File: config.mk
export PLATFORM = sky130hd
export DESIGN_NAME = mem_stage_ctrl
export DESIGN_NICKNAME = d
export VERILOG_FILES = /design/src/rtl/mem_stage_ctrl_pkg.sv /design/src/rtl/mem_stage_ctrl_mem_wb_reg.sv /design/src/rtl/mem_stage_ctrl.sv
export SDC_FILE = /design/constraint.sdc
export NUM_CORES = 1
export LEC_CHECK = 0
export BUFFER_PORTS_ARGS = -buffer_cell sky130_fd_sc_hd__buf_2
export CORE_UTILIZATION = 53
export CTS_CLUSTER_DIAMETER = 50
export DETAILED_ROUTE_END_ITERATION = 8
export GPL_TIMING_DRIVEN = 1
export PLACE_DENSITY_LB_ADDON = 0.15
export SYNTH_ARGS = -nofsm -noshare
export SYNTH_HDL_FRONTEND = slang
export SYNTH_SLANG_ARGS = --single-unit
File: constraint.sdc
create_clock -name clk -period 21.6 [get_ports clk]
set_input_delay 5.4 -clock clk [delete_from_list [all_inputs] [get_ports clk]]
set_output_delay 5.4 -clock clk [all_outputs]
set_load 0.005 [all_outputs]
File: src/rtl/mem_stage_ctrl_pkg.sv
// Shared definitions for the MEM stage: FSM states, MEM/WB payload layout,
// MEM/WB reset values and the writeback-select encodings.
package mem_stage_ctrl_pkg;

  typedef enum logic [1:0] {
    IDLE = 2'd0,
    REQ  = 2'd1,
    WAIT = 2'd2,
    DONE = 2'd3
  } state_t;

  // mem_to_reg encodings shared with the writeback mux.
  localparam logic [1:0] WB_SEL_ALU = 2'b00;
  localparam logic [1:0] WB_SEL_MEM = 2'b01;
  localparam logic [1:0] WB_SEL_PC4 = 2'b10;

  // PC+4 seen by writeback out of reset is the text-segment base.
  localparam logic [31:0] MEMWB_PC_RESET = 32'h0040_0000;

  typedef struct packed {
    logic        reg_write;
    logic [1:0]  mem_to_reg;
    logic [4:0]  wr_reg;
    logic [31:0] alu_out;
    logic [31:0] mem_data;
    logic [31:0] pc_plus_4;
  } memwb_t;

  localparam memwb_t MEMWB_RESET = '{
    reg_write:  1'b0,
    mem_to_reg: WB_SEL_ALU,
    wr_reg:     5'd0,
    alu_out:    32'd0,
    mem_data:   32'd0,
    pc_plus_4:  MEMWB_PC_RESET
  };

endpackage

File: src/rtl/mem_stage_ctrl_mem_wb_reg.sv
// MEM/WB pipeline register. A bubble clears only the write enable; the other
// fields keep their previous values.
module mem_wb_reg
  import mem_stage_ctrl_pkg::*;
(
  input  logic   clk,
  input  logic   reset,
  input  logic   bubble,
  input  memwb_t d,
  output memwb_t q
);

  // Load the completed MEM result, or squash the write while the stage stalls.
  always_ff @(posedge clk or posedge reset) begin
    if (reset) begin
      q <= MEMWB_RESET;
    end else if (bubble) begin
      // NOTE: non-blocking assignments in clocked blocks so every flop samples
      // pre-edge values regardless of block evaluation order.
      q.reg_write <= 1'b0;
    end else begin
      q <= d;
    end
  end

endmodule

File: src/rtl/mem_stage_ctrl.sv
// MEM-stage controller: issues data-memory requests from EX/MEM, stalls the
// upstream pipeline while an access is outstanding, aborts after TIMEOUT
// cycles in REQ+WAIT, and feeds the MEM/WB register.
// Optional feature macro: MEM_ALIGN_CHECK_EN -- misaligned accesses are not
// issued; they complete at once with mem_misalign pulsed and the write killed.
module mem_stage_ctrl
  import mem_stage_ctrl_pkg::*;
#(
  parameter int TIMEOUT = 255
) (
  input  logic        clk,
  input  logic        reset,
  input  logic [31:0] alu_out,
  input  logic [31:0] reg_b,
  input  logic        mem_read,
  input  logic        mem_write,
  input  logic        reg_write,
  input  logic [1:0]  mem_to_reg,
  input  logic [4:0]  wr_reg,
  input  logic [31:0] pc_plus_4,
  output logic        dm_req_valid,
  input  logic        dm_req_ready,
  output logic        dm_req_we,
  output logic [31:0] dm_req_addr,
  output logic [31:0] dm_req_wdata,
  input  logic        dm_resp_valid,
  input  logic [31:0] dm_resp_rdata,
  output logic        mem_stall,
  output logic        wb_reg_write,
  output logic [1:0]  wb_mem_to_reg,
  output logic [4:0]  wb_wr_reg,
  output logic [31:0] wb_alu_out,
  output logic [31:0] wb_mem_data,
  output logic [31:0] wb_pc_plus_4,
  output logic        mem_err,
  output logic        mem_misalign
);

  // Counter value during the last permitted REQ/WAIT cycle.
  localparam logic [7:0] TMO_LAST = 8'(TIMEOUT - 1);

  state_t      state, state_nxt;
  logic [7:0]  tmo_cnt;
  logic        tmo_hit;
  logic        err_set;
  logic        access;
  logic        misaligned;
  logic        issue;
  logic        req_we_q;
  logic [31:2] req_addr_q;
  logic [31:0] req_wdata_q;
  logic [31:0] rdata_q;
  memwb_t      memwb_d;
  memwb_t      memwb_q;

  // A request with both control bits set is handled as a store.
  assign access  = mem_read | mem_write;
  assign tmo_hit = (tmo_cnt == TMO_LAST);

`ifdef MEM_ALIGN_CHECK_EN
  assign misaligned = (alu_out[1:0] != 2'b00);

  // One-cycle pulse in DONE for an access rejected on alignment.
  always_ff @(posedge clk or posedge reset) begin
    if (reset) mem_misalign <= 1'b0;
    else       mem_misalign <= (state == IDLE) & access & misaligned;
  end
`else
  assign misaligned   = 1'b0;
  assign mem_misalign = 1'b0;
`endif

  assign issue = (state == IDLE) & access & ~misaligned;

  // Next-state logic for the request/response handshake with timeout abort.
  always_comb begin
    // NOTE: defaults first so every path assigns every output; no latches.
    state_nxt = state;
    err_set   = 1'b0;
    case (state)
      IDLE: if (access) state_nxt = misaligned ? DONE : REQ;
      REQ: begin
        if (dm_req_ready) begin
          state_nxt = req_we_q ? DONE : WAIT;
        end else if (tmo_hit) begin
          state_nxt = DONE;
          err_set   = 1'b1;
        end
      end
      WAIT: begin
        if (dm_resp_valid) begin
          state_nxt = DONE;
        end else if (tmo_hit) begin
          state_nxt = DONE;
          err_set   = 1'b1;
        end
      end
      default: state_nxt = IDLE;
    endcase
  end

  // State, timeout counter, latched request and captured read data.
  always_ff @(posedge clk or posedge reset) begin
    if (reset) begin
      state       <= IDLE;
      tmo_cnt     <= 8'd0;
      req_we_q    <= 1'b0;
      req_addr_q  <= '0;
      req_wdata_q <= '0;
      rdata_q     <= '0;
      mem_err     <= 1'b0;
    end else begin
      state   <= state_nxt;
      mem_err <= err_set;
      if (state == IDLE) begin
        // Clearing here means the count starts at zero on entry to REQ and
        // stores/aborts complete with zero read data.
        tmo_cnt <= 8'd0;
        rdata_q <= '0;
      end else if ((state == REQ) || (state == WAIT)) begin
        tmo_cnt <= tmo_cnt + 8'd1;
      end
      if (issue) begin
        req_we_q    <= mem_write;
        req_addr_q  <= alu_out[31:2];
        req_wdata_q <= reg_b;
      end
      if ((state == WAIT) && dm_resp_valid) rdata_q <= dm_resp_rdata;
    end
  end

  assign dm_req_valid = (state == REQ);
  assign dm_req_we    = req_we_q;
  assign dm_req_addr  = {req_addr_q, 2'b00};
  assign dm_req_wdata = req_wdata_q;

  assign mem_stall = ((state == IDLE) & access) | (state == REQ) | (state == WAIT);

  // MEM/WB payload; mem_err/mem_misalign are high only in DONE of an abort.
  always_comb begin
    memwb_d.reg_write  = reg_write & ~(mem_err | mem_misalign);
    memwb_d.mem_to_reg = mem_to_reg;
    memwb_d.wr_reg     = wr_reg;
    memwb_d.alu_out    = alu_out;
    memwb_d.mem_data   = (state == DONE) ? rdata_q : 32'd0;
    memwb_d.pc_plus_4  = pc_plus_4;
  end

  mem_wb_reg u_mem_wb_reg (
    .clk    (clk),
    .reset  (reset),
    .bubble (mem_stall),
    .d      (memwb_d),
    .q      (memwb_q)
  );

  assign wb_reg_write  = memwb_q.reg_write;
  assign wb_mem_to_reg = memwb_q.mem_to_reg;
  assign wb_wr_reg     = memwb_q.wr_reg;
  assign wb_alu_out    = memwb_q.alu_out;
  assign wb_mem_data   = memwb_q.mem_data;
  assign wb_pc_plus_4  = memwb_q.pc_plus_4;

endmodule

Yosys cells after proc, flatten, opt, wreduce, memory -nomap -nowiden
Cells that the tools add are included.
{"block": "word_totals", "reg_bits": 210, "elab_cells": 46, "output_inout_bits": 173, "in_bits": 142}
{"block": "classes", "mux": 16, "n_eq_ne": 5, "add_sub_neg": 1, "reduce_logical": 5, "n_bitwise": 6}
{"cell": "2-to-1 mux 32 bit", "count": 3}
{"cell": "2-to-1 mux 8 bit", "count": 2}
{"cell": "adder 8 x 1 -> 8 bit, second input constant", "count": 1}
{"cell": "== test 8 bit, second input constant", "count": 1}
{"cell": "2-to-1 mux 2 bit", "count": 4}
{"cell": "one-hot mux 2 bit (3 select lines)", "count": 1}
{"cell": "2-to-1 mux 1 bit", "count": 5}
{"cell": "== test 2 bit, second input constant", "count": 2}
{"cell": "nonzero test 2 bit", "count": 2}
{"cell": "bitwise OR 1 bit", "count": 3}
{"cell": "bitwise AND 1 bit", "count": 2}
{"cell": "== test 2 x 1 -> 1 bit, second input constant", "count": 1}
{"cell": "logical NOT 2 bit", "count": 1}
{"cell": "inequality test 2 bit, second input constant", "count": 1}
{"cell": "one-hot mux 1 bit (2 select lines)", "count": 1}
{"cell": "logical AND 1 bit", "count": 1}
{"cell": "logical OR 1 bit", "count": 1}
{"cell": "inverter 1 bit", "count": 1}

Logic depth before layout (Yosys ltp)
Gate-level depths: netlist of run 1.
{"block": "logic_depth", "word_depth": 5, "mapped_depth": 7, "ltp_nobuf": 5}

Modules after synthesis
A second synthesis of run 1 with hierarchy kept.
{"block": "hier_totals", "cells_unflattened": 616, "area_unflattened_um2": 8709.6}
{"mod": "mem_stage_ctrl", "n_inst": 1, "area_each_um2": 4600.7, "cells_each": 395}
{"mod": "mem_wb_reg", "n_inst": 1, "area_each_um2": 4108.9, "cells_each": 221}

Least setup slack after synthesis of run 1
Ideal clock, no wire load.
{"block": "synth_path", "path_type": "in2out", "startpoint": "in mem_write", "endpoint": "out mem_stall", "path_stages": 4, "required_ns": 16.200, "arrival_time_ns": 6.129, "path_slack_ns": 10.071, "path_buffers": 2, "path_cell_list": "o21ai_4 nand2_1 buf_4 buf_2"}
{"block": "synth_via", "elab_chain_len": 4}
{"item": "from (decl)", "line": "mem_stage_ctrl.sv:16", "rtl": "input logic mem_write,"}
{"item": "bitwise OR 1 bit", "line": "mem_stage_ctrl.sv:57", "rtl": "assign access = mem_read | mem_write;"}
{"item": "bitwise AND 1 bit", "line": "mem_stage_ctrl.sv:137", "rtl": "assign mem_stall = ((state == IDLE) & access) | (state == REQ) | (state == WAIT);"}
{"item": "bitwise OR 1 bit (2 in series)", "line": "mem_stage_ctrl.sv:137"}
{"item": "to (decl)", "line": "mem_stage_ctrl.sv:28", "rtl": "output logic mem_stall,"}
Every way passes these cells.

Worst setup path after layout of run 1
Ends and elaborated chain as after synthesis.

==> flow_summary.yaml, run 1 <==
power_and_ir_drop:
  totalPowerFinal_mw: 1.598
  ir_drop_mv: 0.1164
  leakagePower_nw: 5.375
  p_per_area_nw_per_um2: 147.8
worst_setup_path:
  cp_data_required_time_ns: 16.20
  worst-setup-path-type: "input port to primary output"
  cpPeakStageDelay_ns: 0.40
  end_kind: "primary output"
  rr_worst_depth: 6
  crit_arrival_ns: 6.43
  critical_path.most_common_cell: "buf_2"
  cp_num_buf_inv: 2
  crit_family: "buffers and inverters"
  start_kind: "input port"
  r2r-start: "state[0]$_DFFE_PP0P_"
  crit_slowest_cell: "nand2_4"
  regToRegSetupSlack_ns: 18.45
  cp_cell_sequence: "buf_2 > o21ai_4 > nand2_4 > buf_2"
  timing.rr.end: "u_mem_wb_reg.q[0]$_DFFE_PP0P_"
  cp_max_fo: 52
route:
  drt-initial-drc-count: 255
  postRouteAntennaNets: 0
  wl_um: 19410
  wl_per_cell_um: 16.49
  dr.pass1.iters: 4
  drc_errors: 0
  vias: 5924
  avgViaCountPerCell: 5.033
floorplanning:
  fp.coreArea_um2: 15310
  die_y_um: 127.6
  num_rows: 45
  dieArea_um2: 16290
  initial_core_util_pct: 54.61
  io_pins: 315
  die_w_um: 127.6
sta:
  slew_violations: 0
  finalCritPeriodShare_pct: 54.77
  fmax_mhz: 84.52
  rsz0062_at_grt: "false"
  max_slew_margin_pct: 26.01
  worst_pin_slew_ns: 1.110
  finalSetupViolations: 0
  clock_skew_ns: 0.01442
  hold_viol_final: 0
  tns_ns: 0
  timing.final.crit_period_ns: 11.83
placed_design:
  placed_cells: 1134
  hpwl_um: 13550
  gp_congestion: 0.7666
  io_buffers: 311
global_routing:
  grt_antenna_before_repair: 2
  grt_pass1_wl_um: 30750
  grt_max_degree: 123
  grt_pass1_vias: 6171
  track_usage_pct: 23.78
  gr-total-overflow: 0
clock_network:
  cts_buffers: 23
  cts_resized: 0
  hold_buffers: 0
  post_cts_buffers: 0
  cts_sinks: 210
  cts_tree: "yes"
  clkLatencyLatePin_ns: 0.49
  clk_pin_slew_ns: 0.06
  cts_max_path_buffers: 3
  cts_max_level: 1
  root_buffer: "clkbuf_16"
job:
  cap_violations: 0
synthesis:
  yosysTopAreaCell: "dfrtp_1"
  synth.most_common_cell: "dfrtp_1"
  async_flop_share_pct: 100.0
  synthCells: 642
  avgSynthCellArea_um2: 13.03
  yosysUniqueCellTypes: 38
  synth_commonest_cells: "dfrtp_1 (209), mux2_2 (117), nand2_1 (105)"
  ys_top_cells_by_area: "dfrtp_1 (63%), mux2_2 (16%), nand2_1 (4.7%)"
  synth_top_area_share_pct: 62.54
  ys_seq_area_share_pct: 62.85
  ys_seq_elements: 210
  ys.flop_type: "dfrtp_1"
  synth_edf_count: 0
  synth_area_um2: 8363
  synth_warnings: 0
min_path:
  whs_endpoint: "u_mem_wb_reg.q[103]$_DFF_PP0_"
  hold_depth: 1
  min_from: "mem_err$_DFF_PP0_"
  hold_class: "register to register"
finish:
  fillers: 1151
  area_growth_pct: 29.28
  fin_nets: 1097
  drive_gt1_share_pct: 48.96
  finish.utilization_pct: 70.60
  layoutNonFillerInstCount: 1177
run_status:
  outcome: "completed"
-- worst max path at each step --
stage	startpoint	end	cells past startpoint
2_1_floorplan	mem_write	mem_stall	4
3_3_place_gp	mem_write	mem_stall	4
3_5_place_dp	mem_write	mem_stall	4
4_1_cts	mem_write	mem_stall	4
5_1_grt	mem_write	mem_stall	4
6_report	mem_write	mem_stall	4
-- stage by stage --
step           worst slack [ns]  area (um^2)  hold slack (ns)
3_5_place_dp              9.736        10050           0.4681
6_report                  9.769        10810           0.4616
3_3_place_gp              9.785        10050           0.4525
2_1_floorplan             10.07         8371           0.4318
4_1_cts                   9.744        10810           0.4687
5_1_grt                   9.686        10810           0.4703
-- worst reg2reg max path, cell delays in order, from the launching register on --
cell and delay [ns]:
dfrtp_1 0.42, inv_1 0.15, ha_1 0.53, o21ai_4 0.14
nand2_4 0.55, buf_4 0.82, mux2_1 0.42
-- cell type report --
type	instances	area [um^2]	area share (%)
antenna	2	5.005	0.04629
timing repair buffer	315	1587	14.67
sequential	210	5256	48.62
inverter	39	153.9	1.423
clock buffer	36	674.4	6.238
clock inverter	5	78.83	0.7291
multi-input combinational	359	2793	25.83
tap	211	264.0	2.442
-- metal layers --
metal | vias up | part of all wire, % | global-route usage (%)
met3 | 26 | 6.5 | 6.072
met4 | 0 | 1.8 | 4.844
li1 | 2765 | - | -
met2 | 211 | 53 | 43.88
met1 | 2922 | 39 | 28.01
met5 | - | 0 | 0
-- power breakdown --
part / leakage (nW) / internal (mW) / switching (mW) / total [mW]
registers: 2.61 / 0.554 / 0.0817 / 0.636
clock network: 0.369 / 0.238 / 0.145 / 0.383
logic: 2.40 / 0.302 / 0.278 / 0.579
total: 5.37 / 1.09 / 0.504 / 1.60
-- layout by cell type (no fill, tap or decap), types with 2 or more instances in the layout --
cell,count
nand4_1,4
mux2i_1,34
diode_2,2
mux2_1,16
dfrtp_1,209
buf_2,311
o21ai_0,40
a211o_1,2
nor4_1,2
clkbuf_1,8
nand2_1,104
ha_1,7
mux2_2,117
nor2_1,6
nand3_1,2
conb_1,3
clkbuf_16,23
inv_1,37
bufinv_16,2
nor3_1,2
nor2b_1,2
buf_4,4
clkbuf_8,5
clkinv_2,2
-- flip-flops by register name, summed over array words and instances, names as in the netlist --
register        count
dm_req_we           1
state               2
u_mem_wb_reg.q    104
dm_req_wdata       32
mem_err             1
rdata_q            32
req_addr_q         30
tmo_cnt             8
-- cell families (layout without fill, tap and decap cells) --
kind of cell               Yosys count  after routing  synth area share, %
adders and majority gates            7              7                1.047
other                                1              5              0.04484
AOI/OAI and AO/OA                   51             51                3.591
DFF                                210            210                62.85
buffers and inverters               75            395                3.950
muxes                              167            167                21.98
and+or+nand+nor                    131            131                6.538
Power figures use the tool's default switching activity.
==> run 2: changes to the inputs <==
--- a/config.mk
+++ b/config.mk
@@ -6,7 +6,7 @@
 export NUM_CORES = 1
 export LEC_CHECK = 0
 export BUFFER_PORTS_ARGS = -buffer_cell sky130_fd_sc_hd__buf_2
-export CORE_UTILIZATION = 53
+export CORE_UTILIZATION = 44
 export CTS_CLUSTER_DIAMETER = 50
 export DETAILED_ROUTE_END_ITERATION = 8
 export GPL_TIMING_DRIVEN = 1
==> constraint.sdc (replaced) <==
create_clock -name clk -period 10.45 [get_ports clk]
set_input_delay 2.6125 -clock clk [delete_from_list [all_inputs] [get_ports clk]]
set_output_delay 2.6125 -clock clk [all_outputs]
set_load 0.005 [all_outputs]
==> run 2 against run 1 <==
Effect of this change:
- sequential cell count unchanged
- die area rose by 20%
- via count decreased by 1.3%
- utilization shrank 12 points
- critical path depth did not move
- register-to-register slack worse by 11 ns
- hold slack improved by 0.011 ns
- largest cell class unchanged
==> flow_summary.yaml, run 2 (same netlist as run 1, synthesis figures left out) <==
run_status:
  outcome: "completed"
sta:
  finalSetupViolations: 0
  hold_viol_final: 0
  hold_ws_ns: 0.4722
  finalCritPeriodShare_pct: 59.17
  rsz0062_at_grt: "false"
  worst_pin_slew_ns: 1.071
  fmax_mhz: 161.7
  clock_skew_ns: 0.01230
  timing.final.crit_period_ns: 6.183
  tns_ns: 0
  max_slew_margin_pct: 28.18
  slew_violations: 0
  fin_ws_ns: 4.267
worst_setup_path:
  cp-startpoint: "mem_write"
  crit_slowest_cell: "nand2_4"
  cp_max_fo: 35
  r2r-start: "state[0]$_DFFE_PP0P_"
  worst-setup-path-type: "input port to primary output"
  regToRegSetupSlack_ns: 7.30
  cp_cell_sequence: "buf_2 > o21ai_4 > nand2_4 > buf_2"
  cp_num_buf_inv: 2
  rr_worst_depth: 6
  start_kind: "input port"
  crit_family: "buffers and inverters"
  cp_data_required_time_ns: 7.84
  end_kind: "primary output"
  cpPeakStageDelay_ns: 0.34
  critical_path.most_common_cell: "buf_2"
  crit_arrival_ns: 3.57
  timing.rr.end: "u_mem_wb_reg.q[26]$_DFFE_PP0P_"
finish:
  layoutNonFillerInstCount: 1200
  fillers: 1655
  mostFrequentLayoutCells: "buf_2 (311), dfrtp_1 (209), mux2_2 (117)"
  fin_area_um2: 10920
  finish.utilization_pct: 58.59
  drive_gt1_share_pct: 49.59
  antennaDiodeCount: 0
  largest_reg_flops: 104
  layout_commonest_cell: "buf_2"
  area_growth_pct: 30.61
  regMostFlops: "u_mem_wb_reg.q"
  regArea_um2: 5256
  multi_input_area_um2: 2793
  fin_nets: 1099
global_routing:
  grt_antenna_before_repair: 0
  track_usage_pct: 19.52
  grt_pass1_vias: 5952
  grt_pass1_wl_um: 30460
  grt_max_degree: 148
  gr-total-overflow: 0
route:
  vias: 5847
  avgViaCountPerCell: 4.873
  drc_errors: 0
  wl_per_cell_um: 15.89
  drt-initial-drc-count: 258
  wl_um: 19070
  postRouteAntennaNets: 0
  dr.pass1.iters: 5
floorplanning:
  initial_core_util_pct: 44.86
  die_w_um: 139.9
  dieArea_um2: 19560
  num_rows: 50
  die_y_um: 139.9
  io_pins: 315
  fp.coreArea_um2: 18640
job:
  cap_violations: 0
clock_network:
  clk_pin_slew_ns: 0.06
  cts_max_level: 1
  cts_sinks: 210
  clkLatencyLatePin_ns: 0.50
  post_cts_buffers: 0
  cts_tree: "yes"
  root_buffer: "clkbuf_16"
  hold_buffers: 0
  cts_resized: 0
  cts_buffers: 25
  cts_max_path_buffers: 3
placed_design:
  place_area_um2: 10080
  pre_cts_slack_ns: 4.237
  hpwl_um: 12710
  io_buffers: 311
  gp_congestion: 0.7946
  placed_cells: 1157
power_and_ir_drop:
  p_per_area_nw_per_um2: 308.6
  ir_drop_mv: 0.3539
  totalPowerFinal_mw: 3.371
  leakagePower_nw: 5.415
min_path:
  whs_endpoint: "u_mem_wb_reg.q[103]$_DFF_PP0_"
  hold_depth: 1
  hold_class: "register to register"
  min_from: "mem_err$_DFF_PP0_"
[run 2: worst register-to-register path: stages (launching register included)]
cell,delay [ns]
dfrtp_1,0.41
inv_1,0.14
ha_1,0.53
o21ai_4,0.13
nand2_4,0.47
buf_4,0.88
mux2_2,0.49
[run 2: how the worst max path moves through the flow]
| stage | endpoint | slack (ns) | depth (start not counted) |
|---|---|---|---|
| floorplan | dm_req_wdata[0]$_DFFE_PP0P_ | 2.10 | 1 |
| global placement | mem_stall | 4.24 | 4 |
| detailed placement | mem_stall | 4.24 | 4 |
| CTS | mem_stall | 4.23 | 4 |
| global route | mem_stall | 4.20 | 4 |
| finish | mem_stall | 4.27 | 4 |
[run 2: report_power, final]
part / internal (mW) / switching [mW] / leakage (nW)
logic: 0.623 / 0.568 / 2.40
registers: 1.15 / 0.155 / 2.61
clock network: 0.542 / 0.336 / 0.410
[run 2: area by class of cell]
class / count / share of cell area, %
inverter: 39 / 1.409
tap: 234 / 2.680
clock buffer: 32 / 6.334
clock inverter: 11 / 1.363
multi-input combinational: 359 / 25.57
sequential: 210 / 48.12
timing repair buffer: 315 / 14.52
[run 2: layer usage]
metal	global-route usage (%)	share of wire, %
met5	0	0
met4	6.131	2.2
met3	4.749	6.8
met2	33.76	49
met1	24.03	42
==> run 3: changes to the inputs <==
--- a/config.mk
+++ b/config.mk
@@ -5,6 +5,7 @@
 export SDC_FILE = /design/constraint.sdc
 export NUM_CORES = 1
 export LEC_CHECK = 0
+export ABC_AREA = 1
 export BUFFER_PORTS_ARGS = -buffer_cell sky130_fd_sc_hd__buf_2
 export CORE_UTILIZATION = 44
 export CTS_CLUSTER_DIAMETER = 50
==> constraint.sdc (replaced) <==
create_clock -name clk -period 5.04 [get_ports clk]
set_input_delay 1.26 -clock clk [delete_from_list [all_inputs] [get_ports clk]]
set_output_delay 1.26 -clock clk [all_outputs]
set_load 0.005 [all_outputs]
==> run 3 against run 2 <==
Effect of this change:
- die area is 0.56% higher
- clock skew is 0.0024 ns lower
- final area is 0.43% higher
- sequential share of layout area is 0.21 points lower
- register-to-register slack worse by 5.1 ns
- cell count is 20% higher
- sequential power is 110% higher
- global-route usage is 2.5 points higher
- critical endpoint unchanged
==> flow_summary.yaml, run 3 <==
clock_network:
  clkLatencyLatePin_ns: 0.51
  cts_buffers: 27
  cts_max_path_buffers: 3
  cts_resized: 0
  clk_pin_slew_ns: 0.06
  cts_max_level: 1
  hold_buffers: 0
  cts_sinks: 210
  root_buffer: "clkbuf_16"
  cts_tree: "yes"
  post_cts_buffers: 0
sta:
  clock_skew_ns: 0.009868
  hold_viol_final: 0
  finalSetupViolations: 0
  max_slew_margin_pct: 41.52
  fmax_mhz: 316.1
  slew_violations: 0
  hold_ws_ns: 0.4608
  finalCritPeriodShare_pct: 62.78
  worst_pin_slew_ns: 0.8772
  tns_ns: 0
  timing.final.crit_period_ns: 3.164
  rsz0062_at_grt: "false"
synthesis:
  async_flop_share_pct: 100.0
  synth_warnings: 0
  synth_top_area_share_pct: 62.18
  synth.most_common_cell: "nand2_1"
  ys_seq_elements: 210
  ys_top_cells_by_area: "dfrtp_1 (62%), nand2_1 (14%), o21ai_1 (5.5%)"
  avgSynthCellArea_um2: 9.408
  synthCells: 894
  ys_seq_area_share_pct: 62.50
  synth_commonest_cells: "nand2_1 (303), dfrtp_1 (209), o21ai_1 (92)"
  yosysUniqueCellTypes: 29
  yosysTopAreaCell: "dfrtp_1"
  synth_edf_count: 0
  synth_area_um2: 8411
  ys.flop_type: "dfrtp_1"
floorplanning:
  io_pins: 315
  die_y_um: 140.3
  initial_core_util_pct: 44.96
  num_rows: 50
  fp.coreArea_um2: 18710
  dieArea_um2: 19670
  die_w_um: 140.3
route:
  vias: 7032
  postRouteAntennaNets: 0
  avgViaCountPerCell: 4.873
  wl_per_cell_um: 14.97
  drc_errors: 0
  wl_um: 21600
  dr.pass1.iters: 4
  drt-initial-drc-count: 385
finish:
  regArea_um2: 5256
  drive_gt1_share_pct: 32.37
  area_growth_pct: 30.44
  layout_commonest_cell: "buf_2"
  fillers: 1703
  finish.utilization_pct: 58.65
  regMostFlops: "u_mem_wb_reg.q"
  multi_input_area_um2: 2590
  fin_nets: 1337
  largest_reg_flops: 104
  mostFrequentLayoutCells: "buf_2 (311), nand2_1 (302), dfrtp_1 (209)"
placed_design:
  gp_congestion: 0.7920
  hpwl_um: 14440
  io_buffers: 311
worst_setup_path:
  end_kind: "primary output"
  regToRegSetupSlack_ns: 2.21
  cp_max_fo: 22
  cp_num_buf_inv: 3
  crit_family: "simple AND/OR/NAND/NOR gates"
  cpPeakStageDelay_ns: 0.16
  start_kind: "input port"
  crit_arrival_ns: 1.90
  worst-setup-path-type: "input port to primary output"
  cp_cell_sequence: "buf_2 > inv_2 > nand2_1 > nand2_4 > nand2_8 > buf_2"
  critical_path.most_common_cell: "buf_2"
  crit_slowest_cell: "buf_2"
  cp_data_required_time_ns: 3.78
power_and_ir_drop:
  ir_drop_mv: 0.4254
  p_per_area_nw_per_um2: 648.6
  leakagePower_nw: 5.973
global_routing:
  grt_antenna_before_repair: 1
  grt_pass1_wl_um: 34760
  track_usage_pct: 22.00
  grt_pass1_vias: 6807
  grt_max_degree: 115
  gr-total-overflow: 0
min_path:
  hold_class: "register to register"
run_status:
  outcome: "completed"
job:
  cap_violations: 0
[run 3: changes by cell type after synthesis, moves of 15 or more]
cell / before / now
nand3_1: 2 / 76
inv_1: 38 / 76
mux2_1: 16 / 0
o31ai_1: 1 / 17
nand2_1: 105 / 303
o21ai_1: 0 / 92
o31ai_2: 0 / 15
mux2i_1: 34 / 0
mux2_2: 117 / 0
o21ai_0: 40 / 3
[run 3: layout make-up]
cell class,count,share of cell area [%]
antenna,1,0.02281
clock buffer,34,6.581
clock inverter,15,1.414
inverter,81,2.806
multi-input combinational,547,23.61
sequential,210,47.91
tap,234,2.669
timing repair buffer,321,14.99
[run 3: stage by stage]
step                      power [mW]  instance area [um^2]  setup WS (ns)  std cells
after global routing           7.643                 10970          1.814       1443
after global placement         5.233                 10090          1.608       1393
after detailed placement       5.306                 10090          1.563       1393
final                          7.115                 10970          1.876       1443
after CTS                      7.201                 10970          1.875       1442
after floorplan                4.296                  8422          1.053        896
[run 3: final timing paths]
check,cells after the start,end,startpoint
min in group asynchronous,2,dm_req_wdata[7]$_DFFE_PP0P_,reset
max in group asynchronous,3,dm_req_we$_DFFE_PP0P_,reset
setup / recovery,6,mem_stall,mem_write
hold / removal,2,u_mem_wb_reg.q[21]$_DFFE_PP0P_,u_mem_wb_reg.q[21]$_DFFE_PP0P_
hold reg to reg,2,u_mem_wb_reg.q[21]$_DFFE_PP0P_,u_mem_wb_reg.q[21]$_DFFE_PP0P_
setup reg to reg,8,u_mem_wb_reg.q[73]$_DFFE_PP0P_,state[1]$_DFFE_PP0P_
[run 3: power by group]
part           switching [mW]  leakage, nW  internal, mW
sequential              0.316         2.69          2.36
clock                   0.731        0.417          1.13
combinational            1.66         2.87         0.923
[run 3: layer usage]
| layer | wire length (um) | up-vias | share of wire [%] | track usage [%] |
|---|---|---|---|---|
| li1 | - | 3443 | - | - |
| met2 | 10710 | 223 | 50 | 37.42 |
| met5 | 0 | - | 0 | 0 |
| met4 | 648 | 0 | 3.0 | 7.924 |
| met1 | 8945 | 3327 | 41 | 28.15 |
| met3 | 1295 | 39 | 6.0 | 4.068 |
[run 3: logic make-up after synthesis]
logic type,count (synthesis),share of synthesized area [%]
flops,210,62.50
simple gates,404,19.50
buf+inv,139,7.052
xor+xnor,1,0.1042
compound gates,132,9.759
other cells,1,0.04459
fa+ha+maj,7,1.041
[run 3: worst register-to-register path: stages, from the launching register on]
cell	delay, ns
dfrtp_1	0.44
inv_1	0.10
ha_1	0.29
nor2_4	0.09
nand2_8	0.16
buf_4	0.56
buf_4	0.84
nand2_1	0.16
o21ai_1	0.12
